[config.mk]
export PLATFORM = sky130hd
export DESIGN_NAME = fifo_wr_arb
export DESIGN_NICKNAME = d
export VERILOG_FILES = /design/src/rtl/fifo_wr_arb.sv
export SDC_FILE = /design/constraint.sdc
export NUM_CORES = 1
export LEC_CHECK = 0
export CORE_MARGIN = 8
export CORE_UTILIZATION = 35
export CTS_CLUSTER_SIZE = 8
export DETAILED_ROUTE_END_ITERATION = 8
export PLACE_DENSITY = 0.89
export SYNTH_ARGS = -nofsm -noshare
export SYNTH_HDL_FRONTEND = slang
export SYNTH_SLANG_ARGS = --single-unit
[constraint.sdc]
create_clock -name wclk -period 1.9 [get_ports wclk]
set_input_delay 0.38 -clock wclk [delete_from_list [all_inputs] [get_ports wclk]]
set_output_delay 0.38 -clock wclk [all_outputs]
set_load 0.03 [all_outputs]
[src/rtl/fifo_wr_arb.sv]
// fifo_wr_arb: round-robin arbiter that merges NREQ write requesters onto a
// single asynchronous-FIFO write port, granting each requester bursts of up
// to MAX_BURST beats.
//
// Handshake: a beat moves from requester i to the FIFO in a cycle where
// req_valid[i] and req_ready[i] are both high. This is the same cycle in which
// winc is high. The requester keeps req_valid/req_data stable until that cycle.
//
// Ports:
//   wclk, wrst_n  write-domain clock, asynchronous active-low reset
//   req_valid     per-requester data valid
//   req_data      packed requester data, requester i at [i*DW +: DW]
//   req_ready     per-requester accept strobe (only the granted bit can be high)
//   wfull         FIFO full flag; stalls the burst, never aborts it
//   wdata, winc   FIFO write port
//   grant_id      currently granted requester (changes only when a grant starts)
//   busy          high while a grant is held; this is the FSM state (BURST)
module fifo_wr_arb #(
  parameter int NREQ      = 4,
  parameter int DW        = 8,
  parameter int MAX_BURST = 4
) (
  input  logic                      wclk,
  input  logic                      wrst_n,
  input  logic [NREQ-1:0]           req_valid,
  input  logic [NREQ*DW-1:0]        req_data,
  output logic [NREQ-1:0]           req_ready,
  input  logic                      wfull,
  output logic [DW-1:0]             wdata,
  output logic                      winc,
  output logic [$clog2(NREQ)-1:0]   grant_id,
  output logic                      busy
);

  localparam int GW = $clog2(NREQ);
  // One spare code so the counter can reach MAX_BURST without wrapping.
  localparam int BW = $clog2(MAX_BURST + 1);
  localparam logic [BW-1:0] LAST_BEAT = BW'(MAX_BURST - 1);

  typedef enum logic {
    IDLE  = 1'b0,
    BURST = 1'b1
  } state_t;

  state_t          state;
  logic [GW-1:0]   rr_ptr;
  logic [BW-1:0]   beat_cnt;
  logic [GW-1:0]   pick;
  logic [GW-1:0]   idx;

  // Round-robin pick: scan offsets from highest to lowest so the lowest
  // offset from rr_ptr with a valid request wins. NREQ is a power of two,
  // so the GW-bit add wraps modulo NREQ for free.
  always_comb begin
    pick = rr_ptr;
    idx  = '0;
    for (int k = NREQ - 1; k >= 0; k--) begin
      idx = rr_ptr + GW'(k);
      if (req_valid[idx]) pick = idx;
    end
  end

  assign busy  = (state == BURST);
  assign wdata = req_data[grant_id*DW +: DW];
  assign winc  = busy & req_valid[grant_id] & ~wfull;

  always_comb begin
    req_ready = '0;
    if (busy) req_ready[grant_id] = ~wfull;
  end

  always_ff @(posedge wclk or negedge wrst_n) begin
    if (!wrst_n) begin
      state    <= IDLE;
      grant_id <= '0;
      rr_ptr   <= '0;
      beat_cnt <= '0;
    end else begin
      case (state)
        IDLE: begin
          if (|req_valid) begin
            grant_id <= pick;
            beat_cnt <= '0;
            state    <= BURST;
          end
        end
        BURST: begin
          if (!req_valid[grant_id]) begin
            // Requester drained: give up the grant even if the FIFO is full.
            state  <= IDLE;
            rr_ptr <= grant_id + 1'b1;
          end else if (!wfull) begin
            beat_cnt <= beat_cnt + 1'b1;
            if (beat_cnt == LAST_BEAT) begin
              state  <= IDLE;
              rr_ptr <= grant_id + 1'b1;
            end
          end
          // wfull with valid: hold everything, no timeout.
        end
        default: state <= IDLE;
      endcase
    end
  end

endmodule

==> flow_metrics.tcl <==
set metrics [dict create \
    setup_slack_ns 0.0502 \
    rsz0062_at_grt "false" \
    start_kind "input pin" \
    ys_warn_count 0 \
    fin_area_sq_um 1470 \
    preCtsSetupSlack_ns -0.530 \
    avgSynthCellArea_sq_um 10.8 \
    critPathSlowestCell "mux4_2" \
    period_needed_ns 1.85 \
    grt_max_degree 16 \
    wl_per_cell_um 17.3 \
    area_delta_synth_final_pct 85.0 \
    grt_overflow 0 \
    core-area_sq_um 2170 \
    arrival_ns 1.47 \
    ys_types 25 \
    end_kind "primary output" \
    grt_pass1_wl_mm 4.66 \
    rows 17 \
    layout_commonest_cell "clkdlybuf4s50_1" \
    grt_pass1_vias 918 \
    irDropWorstVdd_v 0.000746 \
    skew_ns 0.0111 \
    place_hpwl_mm 2.52 \
    cts_sinks 8 \
    clk_latency_ns 0.25 \
    hold_viol 0 \
    placed_cell_area_sq_um 1470 \
    drive_above_1_share 0.333 \
    routabilityCongestion 0.803 \
    total_power_mw 1.86 \
    clk_pin_slew_ns 0.06 \
    hold_class "input pin to asynchronous set/reset pin" \
    cts_tree "yes" \
    cts_htree_levels 1 \
    detail_route.iter0.violations 31 \
    cts_buffers 3 \
    ys_top_cells_by_area "mux4_2 26%, dfrtp_1 25%, ha_1 9.5%" \
    yosysTopAreaCellShare 0.256 \
    path_class "input pin to primary output" \
    report.final.slew_viol_count 0 \
    yosysTopAreaCell "mux4_2" \
    die_h_um 63.6 \
    layout_common_cells "35 x clkdlybuf4s50_1, 16 x buf_4, 9 x mux4_2" \
    wl_mm 2.93 \
    io-pin-count 55 \
    antenna_found_initial 0 \
    cap_viol_max_count 0 \
    fmax_ghz 0.541 \
    critical_path_buf_inv_count 2 \
    viasPerCell 5.33 \
    nets 187 \
    ant_nets 0 \
    setup_viol 0 \
    crit_family "buffers and inverters" \
    vias 900 \
    worstPathRequired_ns 1.52 \
    clockRootBuffer "clkbuf_4" \
    fin_util 0.675 \
    slowest_delay_ns 0.47 \
    grt_util_all_layers 0.141 \
    portBuffers 54 \
    worst_slew_pin_slew_ns 0.483 \
    cts_buffer_depth 2 \
    p_leak_nw 0.652 \
    dieWidth_um 63.6 \
    crit_chain "clkdlybuf4s50_1, mux4_2, buf_4" \
    firstDrtPassIters 4 \
    diodes 0 \
    start_util 0.365 \
    die_area_sq_um 4040 \
    syn_nets 118 \
    drc_errors 0 \
    ys_seq_area_frac 0.253 \
    fin_crit_sh 0.974 \
    hold_buffers 0 \
    power_density_nw_per_um2 1270 \
    ys_ff_latch 8 \
    status "completed" \
    synth_cells 73 \
    critPathMaxFanout 1 \
    syn_area_sq_um 792 \
    relSlewSlack 0.675 \
]
[cell type report]
class                      count  area [sq um]
clock buffer                   4          26.3
fill                         170           704
inverter                       7          28.8
multi-input combinational     56           558
sequential                     8           201
tap                           28          35.0
timing repair buffer          66           616
[registers in the layout (all words and copies together), names as in the netlist]
signal and cells:
beat_cnt 3, grant_id 2, rr_ptr 2, busy 1
[kinds of logic (layout without fill, tap and decap cells)]
logic type                 Yosys count  after routing  synth area share
AOI/OAI and AO/OA                   17             17             0.141
adders and majority gates            6              6            0.0948
buffers and inverters                9             77            0.0490
DFF                                  8              8             0.253
muxes                               15             15             0.336
and+or+nand+nor                     18             18             0.126
[per-stage QoR]
stage	setup TNS, ns	std cells	hold WS (ns)
final	0	169	0.396
after global routing	0	169	0.403
after CTS	0	169	0.395
after detailed placement	-3.45	165	0.492
after global placement	-3.29	165	0.460
after floorplan	0	73	0.0844
[cells in the mapped netlist]
cell      n
inv_1     7
and2_1    4
mux2i_1   3
buf_4     1
a21oi_2   1
a31oi_1   1
nor3_1    1
nand2b_1  2
a211o_1   1
o21ai_0   6
dfrtp_1   8
buf_2     1
a21o_1    1
mux2_1    1
a31o_2    2
ha_1      6
nor2_1    4
a211oi_1  3
mux2_2    2
nand2_1   1
nor2b_1   4
or4_1     1
mux4_2    9
a21oi_1   2
nor4_1    1
[routing by layer]
layer  GRT usage  routed length, um
met1       0.171               1260
met2       0.228               1360
met3      0.0495                303
met4      0.0418                  6
met5           0                  0
[path summary, 6_finish.rpt]
check / cells past startpoint / startpoint / end / slack (ns)
max: 3 / req_data[20] / wdata[4] / 0.05
min: 1 / wrst_n / grant_id[0] / 0.40
max reg2reg: 4 / grant_id[1] / rr_ptr[1] / 0.24
min reg2reg: 1 / beat_cnt[0] / beat_cnt[0] / 0.50
max in group asynchronous: 1 / wrst_n / grant_id[1] / 1.23
min in group wclk: 1 / beat_cnt[0] / beat_cnt[0] / 0.50
[power breakdown]
group / switching [mW] / internal [mW]
Clock: 0.0555 / 0.0802
Combinational: 0.739 / 0.678
Sequential: 0.0646 / 0.248
[what timing repair did]
item / 4_1_cts / 5_1_grt
hold endpoints to repair: 0 / 0
pin swaps: 1 / 0
gates resized for setup: 54 / 6
buffers inserted: 0 / 0
endpoints found under the setup margin: 12 / 4
(Power assumes the default switching activity.)
